===== src/rtl/quire_stream_arbiter.sv =====
// Shares one quire between NUM_REQ product streams: round-robin grant per sow..eow window,
// and forwards only each window's final (eow) quire result tagged with its owner ID.
module quire_stream_arbiter #(
  parameter int NUM_REQ   = 4,
  parameter int TAG_DEPTH = 4,
  parameter int ID_W      = $clog2(NUM_REQ)
) (
  input  logic                 clk,
  input  logic                 rst,
  input  logic [NUM_REQ-1:0]   rts_i,
  output logic [NUM_REQ-1:0]   rtr_o,
  input  logic [NUM_REQ-1:0]   sow_i,
  input  logic [NUM_REQ-1:0]   eow_i,
  input  logic [4*NUM_REQ-1:0] fraction_i,
  input  logic [4*NUM_REQ-1:0] scale_i,
  input  logic [NUM_REQ-1:0]   sign_i,
  input  logic [NUM_REQ-1:0]   zero_i,
  input  logic [NUM_REQ-1:0]   NaR_i,
  output logic                 q_rts_o,
  input  logic                 q_rtr_i,
  output logic                 q_sow_o,
  output logic                 q_eow_o,
  output logic                 q_sign_o,
  output logic                 q_zero_o,
  output logic                 q_NaR_o,
  output logic [3:0]           q_fraction_o,
  output logic [3:0]           q_scale_o,
  input  logic                 q_rts_i,
  output logic                 q_rtr_o,
  input  logic                 q_sow_i,
  input  logic                 q_eow_i,
  input  logic                 q_NaR_i,
  input  logic [18:0]          q_data_i,
  output logic                 res_rts_o,
  input  logic                 res_rtr_i,
  output logic [18:0]          res_data_o,
  output logic                 res_NaR_o,
  output logic [ID_W-1:0]      res_id_o,
  output logic                 err_o
);
  localparam int PTR_W = $clog2(TAG_DEPTH);

  typedef enum logic {IDLE = 1'b0, LOCKED = 1'b1} state_t;

  state_t           state_q, state_d;
  logic [ID_W-1:0]  gnt_id_q, gnt_id_d;
  logic [ID_W-1:0]  rr_ptr_q, rr_ptr_d;
  logic [ID_W-1:0]  tag_mem_q [TAG_DEPTH];
  logic [PTR_W-1:0] wr_ptr_q, rd_ptr_q;
  logic [PTR_W:0]   count_q, count_d;
  logic             err_q;

  logic [NUM_REQ-1:0] cand;
  logic [3:0]         frac_arr  [NUM_REQ];
  logic [3:0]         scale_arr [NUM_REQ];
  logic               hit;
  logic [ID_W-1:0]    hit_id;
  logic [ID_W:0]      idx;
  logic               push, pop, fifo_full, fifo_empty, beat_fire, res_fire;
  logic               unused_inputs;

  // The quire's sow flag carries no information the result path needs.
  assign unused_inputs = q_sow_i;

  genvar gi;
  generate
    for (gi = 0; gi < NUM_REQ; gi++) begin : g_req
      assign cand[gi]      = rts_i[gi] & sow_i[gi];
      assign frac_arr[gi]  = fraction_i[4*gi +: 4];
      assign scale_arr[gi] = scale_i[4*gi +: 4];
      assign rtr_o[gi]     = (state_q == LOCKED) && (gnt_id_q == ID_W'(gi)) && q_rtr_i;
    end
  endgenerate

  // First requester with a sow head beat, searching upward from rr_ptr with wrap.
  always_comb begin
    hit    = 1'b0;
    hit_id = '0;
    idx    = '0;
    for (int i = 0; i < NUM_REQ; i++) begin
      idx = {1'b0, rr_ptr_q} + (ID_W+1)'(i);
      if (idx >= (ID_W+1)'(NUM_REQ)) idx = idx - (ID_W+1)'(NUM_REQ);
      if (!hit && cand[idx[ID_W-1:0]]) begin
        hit    = 1'b1;
        hit_id = idx[ID_W-1:0];
      end
    end
  end

  assign fifo_full  = (count_q == (PTR_W+1)'(TAG_DEPTH));
  assign fifo_empty = (count_q == '0);

  assign q_rts_o      = (state_q == LOCKED) & rts_i[gnt_id_q];
  assign q_sow_o      = sow_i[gnt_id_q];
  assign q_eow_o      = eow_i[gnt_id_q];
  assign q_sign_o     = sign_i[gnt_id_q];
  assign q_zero_o     = zero_i[gnt_id_q];
  assign q_NaR_o      = NaR_i[gnt_id_q];
  assign q_fraction_o = frac_arr[gnt_id_q];
  assign q_scale_o    = scale_arr[gnt_id_q];
  assign beat_fire    = q_rts_o & q_rtr_i;

  always_comb begin
    state_d  = state_q;
    gnt_id_d = gnt_id_q;
    rr_ptr_d = rr_ptr_q;
    push     = 1'b0;
    case (state_q)
      IDLE: begin
        if (hit && !fifo_full) begin
          push     = 1'b1;
          gnt_id_d = hit_id;
          rr_ptr_d = (hit_id == ID_W'(NUM_REQ-1)) ? '0 : hit_id + 1'b1;
          state_d  = LOCKED;
        end
      end
      LOCKED: begin
        if (beat_fire && q_eow_o) state_d = IDLE;
      end
      default: state_d = IDLE;
    endcase
  end

  // Intermediate quire beats are always accepted and dropped; only eow beats see backpressure.
  assign q_rtr_o    = q_eow_i ? res_rtr_i : 1'b1;
  assign res_rts_o  = q_eow_i & q_rts_i;
  assign res_data_o = q_data_i;
  assign res_NaR_o  = q_NaR_i;
  assign res_id_o   = fifo_empty ? '0 : tag_mem_q[rd_ptr_q];
  assign res_fire   = res_rts_o & res_rtr_i;
  assign pop        = res_fire & !fifo_empty;
  assign err_o      = err_q;

  always_comb begin
    count_d = count_q;
    case ({push, pop})
      2'b10:   count_d = count_q + 1'b1;
      2'b01:   count_d = count_q - 1'b1;
      default: count_d = count_q;
    endcase
  end

  always_ff @(posedge clk or posedge rst) begin
    if (rst) begin
      state_q  <= IDLE;
      gnt_id_q <= '0;
      rr_ptr_q <= '0;
      wr_ptr_q <= '0;
      rd_ptr_q <= '0;
      count_q  <= '0;
      err_q    <= 1'b0;
    end else begin
      state_q  <= state_d;
      gnt_id_q <= gnt_id_d;
      rr_ptr_q <= rr_ptr_d;
      count_q  <= count_d;
      if (push) wr_ptr_q <= wr_ptr_q + 1'b1;
      if (pop)  rd_ptr_q <= rd_ptr_q + 1'b1;
      if (res_fire && fifo_empty) err_q <= 1'b1;
    end
  end

  // Tag storage needs no reset: the count and pointers define which entries are valid.
  always_ff @(posedge clk) begin
    if (push) tag_mem_q[wr_ptr_q] <= hit_id;
  end
endmodule


===== config.mk =====
export PLATFORM = sky130hd
export DESIGN_NAME = quire_stream_arbiter
export DESIGN_NICKNAME = d
export VERILOG_FILES = /design/src/rtl/quire_stream_arbiter.sv
export SDC_FILE = /design/constraint.sdc
export NUM_CORES = 1
export LEC_CHECK = 0
export ABC_AREA = 1
export BUFFER_PORTS_ARGS = -buffer_cell sky130_fd_sc_hd__buf_2
export CAP_MARGIN = 0
export CORE_MARGIN = 2
export CORE_UTILIZATION = 43
export CTS_CLUSTER_SIZE = 12
export DETAILED_ROUTE_END_ITERATION = 8
export PLACE_DENSITY = 0.79
export REMOVE_ABC_BUFFERS = 1
export SYNTH_ARGS = -nofsm -noshare
export SYNTH_HDL_FRONTEND = slang
export SYNTH_SLANG_ARGS = --single-unit

===== constraint.sdc =====
create_clock -name clk -period 2.8 [get_ports clk]
set_input_delay 0.56 -clock clk [delete_from_list [all_inputs] [get_ports clk]]
set_output_delay 0.56 -clock clk [all_outputs]
set_load 0.1 [all_outputs]

==> results of run 1 <==
## stage by stage
step	area, sq um	setup slack [ns]
finish	2460	0.1324
global route	2460	0.01227
CTS	2460	0.1508
detailed placement	2415	0.3867
global placement	2415	0.4461
floorplan	1674	-0.7805
## cells in the final DEF, fill, tap and decap left out, types with 6 or more instances in the layout
cell type | synthesis | final
buf_12 | 0 | 14
inv_1 | 23 | 23
edfxtp_1 | 8 | 8
nand2_2 | 10 | 10
nor3_1 | 6 | 6
a22oi_1 | 13 | 13
nand3_1 | 56 | 56
dfrtp_1 | 13 | 13
o21ai_0 | 9 | 9
buf_2 | 5 | 70
buf_4 | 20 | 6
nand2_1 | 40 | 40
nor2_1 | 20 | 20
## worst paths after layout
check	startpoint	end	slack (ns)
worst max register to register	rr_ptr_q[0]	count_q[2]	0.38
worst min-delay path	rst	wr_ptr_q[1]	0.32
min in group clk	err_o	err_o	0.46
max in group asynchronous	rst	wr_ptr_q[0]	2.14
worst min register to register	err_o	err_o	0.46
worst max-delay path	gnt_id_q[0]	q_eow_o	0.13
## layout make-up
| type | count | share of cell area [%] |
|---|---|---|
| tap | 52 | 2.645 |
| inverter | 26 | 4.069 |
| sequential | 21 | 22.99 |
| multi-input combinational | 182 | 41.00 |
| clock buffer | 4 | 1.831 |
| timing repair buffer | 90 | 27.47 |
## routing by layer
| layer | up-vias | track usage [%] |
|---|---|---|
| met5 | - | 8.889 |
| met4 | 2 | 5.342 |
| li1 | 974 | - |
| met2 | 119 | 29.25 |
| met1 | 838 | 28.08 |
| met3 | 11 | 10.10 |
## flip-flops by register name (all words and copies together), names as in the netlist
register and count:
count_q 3, err_o 1, gnt_id_q 2, rd_ptr_q 2, rr_ptr_q 2, state_q 1
tag_mem_q 8, wr_ptr_q 2
## logic make-up after synthesis
kind of cell / share of synthesized area (%)
xor gates and xnor gates: 1.846
DFF: 29.80
and+or+nand+nor: 37.57
AOI/OAI and AO/OA: 9.361
buffers and inverters: 17.07
adders and majority gates: 4.351
==> results.yml, run 1 <==
cells_and_area:
  multi_input_area_sq_mm: 0.001008
  diodes: 0
  ff_latch_area_sq_um: 565.5
  stdcell_count: 375
  nFillCells: 380
  postLayoutCoreUtil_pct: 57.28
  drive_above_1_share_pct: 35.60
  area_growth_pct: 29.60
  fin_nets: 413
drt:
  drc_errors: 0
  via_per_inst: 5.184
  dr_total_vias: 1944
  routed_wl_um: 5099
  drtPass1Iterations: 4
  postRouteAntennaNets: 0
  top_layer: "met5"
  drt-met1-wl_um: 2228
  wire_per_inst_um: 13.60
  first_iter_violations: 89
  dr_wl_met2_um: 2060
  met3_wirelength_um: 700
placement:
  hpwl_um: 4201
  place_inst: 371
  gp_congestion: 0.8370
  portBuffers: 84
clocking:
  clock_sinks: 21
  postCtsSetupBuffers: 0
  cts_hold_buf: 0
  insertion_delay_ns: 0.26
  clk_pin_slew_worst_paths_ns: 0.07
  htreeDepth: 1
  clockBufferDepth: 2
  post_cts_resized: 0
  root_buffer: "clkbuf_8"
  cts_made_buffers: 3
  cts_tree: "yes"
logic_synthesis:
  synth_seq_area_share_pct: 29.80
  synth-main-ff-cell: "dfrtp_1"
  yosys_warnings: 0
  synthCells: 261
  yosys-top-cells-count: "56 x nand3_1, 40 x nand2_1, 23 x inv_1, 20 x buf_4, 20 x nor2_1"
  post_synth_instance_area_sq_mm: 0.001898
  synth_edf_count: 8
  synth_top_cell_area_share_pct: 17.14
  syn_avg_cell_area_sq_um: 7.272
  synth.most_common_cell: "nand3_1"
  ys_seq_elements: 21
  synth_top_area_cell: "dfrtp_1"
  synthTopCellsByArea: "dfrtp_1 17%, nand3_1 15%, edfxtp_1 13%, buf_4 7.9%, nand2_1 7.9%"
  synthDistinctLibCells: 30
  async_flop_share_pct: 61.90
worst_setup_path:
  crit_path_start_kind: "flop"
  worstPathMaxFanout: 17
  end_kind: "primary output"
  crit_family: "buffers and inverters"
  path_depth: 6
  crit_chain: "inv_2 > nor2_1 > buf_4 > a22oi_1 > nand3_1 > buf_12"
  worstSetupPathType: "reg -> out"
  arrival_ns: 2.11
  r2r_cells: 12
  critical_path_required_ns: 2.24
  cp_slowest_cell: "dfrtp_1"
  critPathMaxStageDelay_ns: 0.52
  cp.buffers_inverters: 3
outcome:
  outcome: "finished clean"
floorplan:
  chipWidth_um: 70.44
  placement_rows: 24
  die-area_sq_mm: 0.004962
  die_height_um: 70.44
  start_util_pct: 44.20
  ios: 126
  core_area_sq_mm: 0.004294
job:
  cap_viol_max_count: 0
global_routing:
  grt_pass1_wl_um: 8266
  grt_pass1_vias: 1817
  grt_max_degree: 21
  antenna_found_initial: 0
  gr-total-overflow: 0
  gr-usage-all-layers_pct: 20.91
sta:
  relSlewSlack_pct: 64.26
  hold_viol: 0
  finalClockSkew_ns: 0.001834
  setup_violations: 0
  rsz0062_at_grt: "false"
  max_freq_ghz: 0.3749
  final.min_clock_period_ns: 2.668
  drv_slew: 0
  fin_crit_sh_pct: 95.27
  worst_pin_slew_ns: 0.5321
  holdWs_ns: 0.3203
  final.setup.tns_ns: 0
min_path:
  hold_path.class: "in -> async"
Power of run 1 is left out: the tool's default activity adds up to more than one toggle a clock period on the data nets, which glitch-free logic cannot reach.
==> inputs of run 2 (changes only) <==
--- a/config.mk
+++ b/config.mk
@@ -8,7 +8,7 @@
 export ABC_AREA = 1
 export BUFFER_PORTS_ARGS = -buffer_cell sky130_fd_sc_hd__buf_2
 export CAP_MARGIN = 0
-export CORE_MARGIN = 2
+export CORE_MARGIN = 5
 export CORE_UTILIZATION = 43
 export CTS_CLUSTER_SIZE = 12
 export DETAILED_ROUTE_END_ITERATION = 8
==> results.yml, run 2 (synthesis results as in run 1) <==
floorplan:
  placement_rows: 24
  start_util_pct: 43.89
  chipWidth_um: 76.44
  die-area_sq_mm: 0.005843
  core_area_sq_mm: 0.004324
  ios: 126
  die_height_um: 76.44
drt:
  dr_total_vias: 1957
  via_per_inst: 5.219
  wire_per_inst_um: 13.95
  drtPass1Iterations: 4
  postRouteAntennaNets: 0
  first_iter_violations: 78
  drc_errors: 0
  routed_wl_um: 5231
cells_and_area:
  stdcell_count: 375
  reg_top3: "tag_mem_q (8), count_q (3)"
  drive_above_1_share_pct: 35.91
  postLayoutCellArea_sq_mm: 0.002461
  top_register: "tag_mem_q"
  area_growth_pct: 29.66
  nFillCells: 392
  fin_nets: 413
  largest_register_ff_count: 8
  diodes: 0
  multi_input_area_sq_mm: 0.001008
  layout_commonest_cell: "buf_2"
  final_cell_mix: "70 x buf_2, 56 x nand3_1, 40 x nand2_1"
  ff_latch_area_sq_um: 565.5
sta:
  drv_slew: 0
  hold_viol: 0
  final.min_clock_period_ns: 2.478
  worst_pin_slew_ns: 0.5217
  fin_crit_sh_pct: 88.49
  max_freq_ghz: 0.4036
  rsz0062_at_grt: "false"
  finalClockSkew_ns: 0.002372
  setup_violations: 0
  relSlewSlack_pct: 64.95
  final.setup.tns_ns: 0
  holdWs_ns: 0.3139
placement:
  gp_congestion: 0.8166
  place_inst: 371
  placed_cell_area_sq_mm: 0.002415
  hpwl_um: 4251
  portBuffers: 84
clocking:
  cts_made_buffers: 3
  clockBufferDepth: 2
  post_cts_resized: 0
  cts_hold_buf: 0
  clk_pin_slew_worst_paths_ns: 0.07
  insertion_delay_ns: 0.26
  htreeDepth: 1
  cts_tree: "yes"
  postCtsSetupBuffers: 0
  root_buffer: "clkbuf_8"
  clock_sinks: 21
global_routing:
  antenna_found_initial: 0
  gr-total-overflow: 0
  grt_pass1_vias: 1900
  gr-usage-all-layers_pct: 17.75
  grt_max_degree: 23
  grt_pass1_wl_um: 8604
min_path:
  hold_path.class: "in -> async"
job:
  cap_viol_max_count: 0
worst_setup_path:
  arrival_ns: 1.92
  crit_path_start_kind: "flop"
  worstPathMaxFanout: 17
  end_kind: "primary output"
  worstSetupPathType: "reg -> out"
  critical_path_required_ns: 2.24
outcome:
  outcome: "finished clean"
run 2: changes by cell type in the layout (fill, tap and decap cells not counted), sizes merged:
cell    before  now
clkbuf       4    3
clkinv       0    1
run 2: routing by layer:
metal	GRT usage, %	up-vias	wire [um]
met5	6.364	-	53
met3	10.99	9	754
met1	21.21	870	2094
li1	-	976	-
met4	5.944	2	77
met2	25.43	100	2251
run 2: worst max-delay path: stages, from the launching register on:
cell	delay, ns
dfrtp_1	0.56
inv_2	0.22
nor2_1	0.13
buf_4	0.22
nand2_1	0.07
nand4_1	0.09
and2_1	0.18
buf_12	0.18
run 2: final timing paths:
check	start	end	slack, ns	cells past startpoint
setup / recovery	gnt_id_q[0]	q_rts_o	0.32	7
hold / removal	rst	rd_ptr_q[1]	0.31	2
setup reg to reg	rr_ptr_q[0]	count_q[2]	0.43	12
hold reg to reg	err_o	err_o	0.46	1
max in group asynchronous	rst	wr_ptr_q[0]	2.15	2
min in group clk	err_o	err_o	0.46	1
run 2: through the flow:
step	setup WS (ns)	util, %
after global routing	0.1838	56.92
after global placement	0.4685	55.84
after detailed placement	0.4073	55.84
after CTS	0.3132	56.92
final	0.3224	56.92
after floorplan	-0.7805	-
run 2: layout make-up:
type | instances | share of cell area, %
inverters | 26 | 4.067
clock buffers | 3 | 1.678
clock inverters | 1 | 0.2034
repair buffers | 90 | 27.45
multi-input cells | 182 | 40.98
flip-flops and latches | 21 | 22.98
well taps | 52 | 2.644
Power of run 2 is left out for the same reason.
==> inputs of run 3 (changes only) <==
--- a/config.mk
+++ b/config.mk
@@ -12,7 +12,7 @@
 export CORE_UTILIZATION = 43
 export CTS_CLUSTER_SIZE = 12
 export DETAILED_ROUTE_END_ITERATION = 8
-export PLACE_DENSITY = 0.79
+export PLACE_DENSITY = 0.82
 export REMOVE_ABC_BUFFERS = 1
 export SYNTH_ARGS = -nofsm -noshare
 export SYNTH_HDL_FRONTEND = slang
==> results.yml, run 3 (synthesis results as in run 1) <==
global_routing:
  grt_max_degree: 28
  gr-usage-all-layers_pct: 17.90
  antenna_found_initial: 0
  grt_pass1_vias: 1924
  grt_pass1_wl_um: 8749
  gr-total-overflow: 0
floorplan:
  chipWidth_um: 76.44
  die_height_um: 76.44
  die-area_sq_mm: 0.005843
  start_util_pct: 43.89
  ios: 126
  placement_rows: 24
  core_area_sq_mm: 0.004324
sta:
  finalClockSkew_ns: 0.003663
  setup_violations: 0
  hold_viol: 0
  final.min_clock_period_ns: 2.372
  max_freq_ghz: 0.4216
  fin_crit_sh_pct: 84.71
  worst_pin_slew_ns: 0.5617
  drv_slew: 0
  rsz0062_at_grt: "false"
  relSlewSlack_pct: 62.27
cells_and_area:
  reg_top3: "tag_mem_q (8), count_q (3)"
  fin_nets: 414
  diodes: 0
  layout_commonest_cell: "buf_2"
  top_register: "tag_mem_q"
  final_cell_mix: "70 x buf_2, 56 x nand3_1, 40 x nand2_1"
  largest_register_ff_count: 8
  area_growth_pct: 30.06
  nFillCells: 371
  drive_above_1_share_pct: 36.11
  postLayoutCoreUtil_pct: 57.09
worst_setup_path:
  r2r_slack_ns: 0.49
  worstSetupPathType: "reg -> out"
  end_kind: "primary output"
  crit_path_start_kind: "flop"
  arrival_ns: 1.81
  r2r_cells: 13
  worstPathMaxFanout: 8
  critical_path_required_ns: 2.24
drt:
  drc_errors: 0
  via_per_inst: 5.271
  routed_wl_um: 5308
  dr_total_vias: 1982
  wire_per_inst_um: 14.12
  postRouteAntennaNets: 0
  first_iter_violations: 91
  drtPass1Iterations: 4
clocking:
  postCtsSetupBuffers: 0
  htreeDepth: 1
  cts_tree: "yes"
  post_cts_resized: 0
  clockBufferDepth: 2
  root_buffer: "clkbuf_8"
  cts_made_buffers: 3
  clk_pin_slew_worst_paths_ns: 0.07
  cts_hold_buf: 0
  insertion_delay_ns: 0.26
  clock_sinks: 21
placement:
  hpwl_um: 4411
  portBuffers: 84
  gp_congestion: 0.8213
min_path:
  hold_path.class: "in -> async"
outcome:
  outcome: "finished clean"
job:
  cap_viol_max_count: 0
[run 3: cell count changes in the layout (fill, tap and decap cells not counted)]
cell   before  now
buf_4       6    7
[run 3: area by class of cell]
cell class | instances | area (sq um) | share of cell area (%)
Inverter | 26 | 100.1 | 4.055
Sequential cell | 21 | 565.5 | 22.91
Tap cell | 52 | 65.06 | 2.636
Clock buffer | 3 | 41.29 | 1.673
Multi-Input combinational cell | 182 | 1008 | 40.85
Timing Repair Buffer | 91 | 683.2 | 27.67
Clock inverter | 1 | 5.005 | 0.2027
[run 3: path summary, 6_finish.rpt]
path                               end        start
setup / recovery              q_sign_o  gnt_id_q[1]
max in group asynchronous  wr_ptr_q[1]          rst
min in group clk                 err_o        err_o
hold / removal              count_q[2]          rst
hold reg to reg                  err_o        err_o
setup reg to reg            count_q[2]  rr_ptr_q[1]
[run 3: per-stage QoR]
step / cell area (sq um) / worst slack (ns) / cells / hold WS [ns] / setup TNS (ns)
2_1_floorplan: 1674 / -0.7805 / 229 / 0.4370 / -2.012
3_3_place_gp: 2422 / 0.4607 / 372 / 0.4341 / 0
3_5_place_dp: 2422 / 0.3930 / 372 / 0.4477 / 0
4_1_cts: 2469 / 0.4095 / 376 / 0.3204 / 0
5_1_grt: 2469 / 0.3230 / 376 / 0.3567 / 0
6_report: 2469 / 0.4282 / 376 / 0.3081 / 0
[run 3: per-layer routing]
layer | vias to the layer above | share of wire [%] | GRT usage (%)
met3 | 7 | 13 | 10.52
li1 | 981 | - | -
met4 | 2 | 0.70 | 3.147
met2 | 106 | 44 | 27.05
met1 | 886 | 41 | 21.50
met5 | - | 1.3 | 9.091
[run 3: worst max-delay path: stages (launching register included)]
cell and delay (ns):
dfrtp_1 0.47, nor2_1 0.41, buf_4 0.25, a22oi_1 0.09, nand3_1 0.13, buf_12 0.19
Power of run 3 is left out for the same reason.
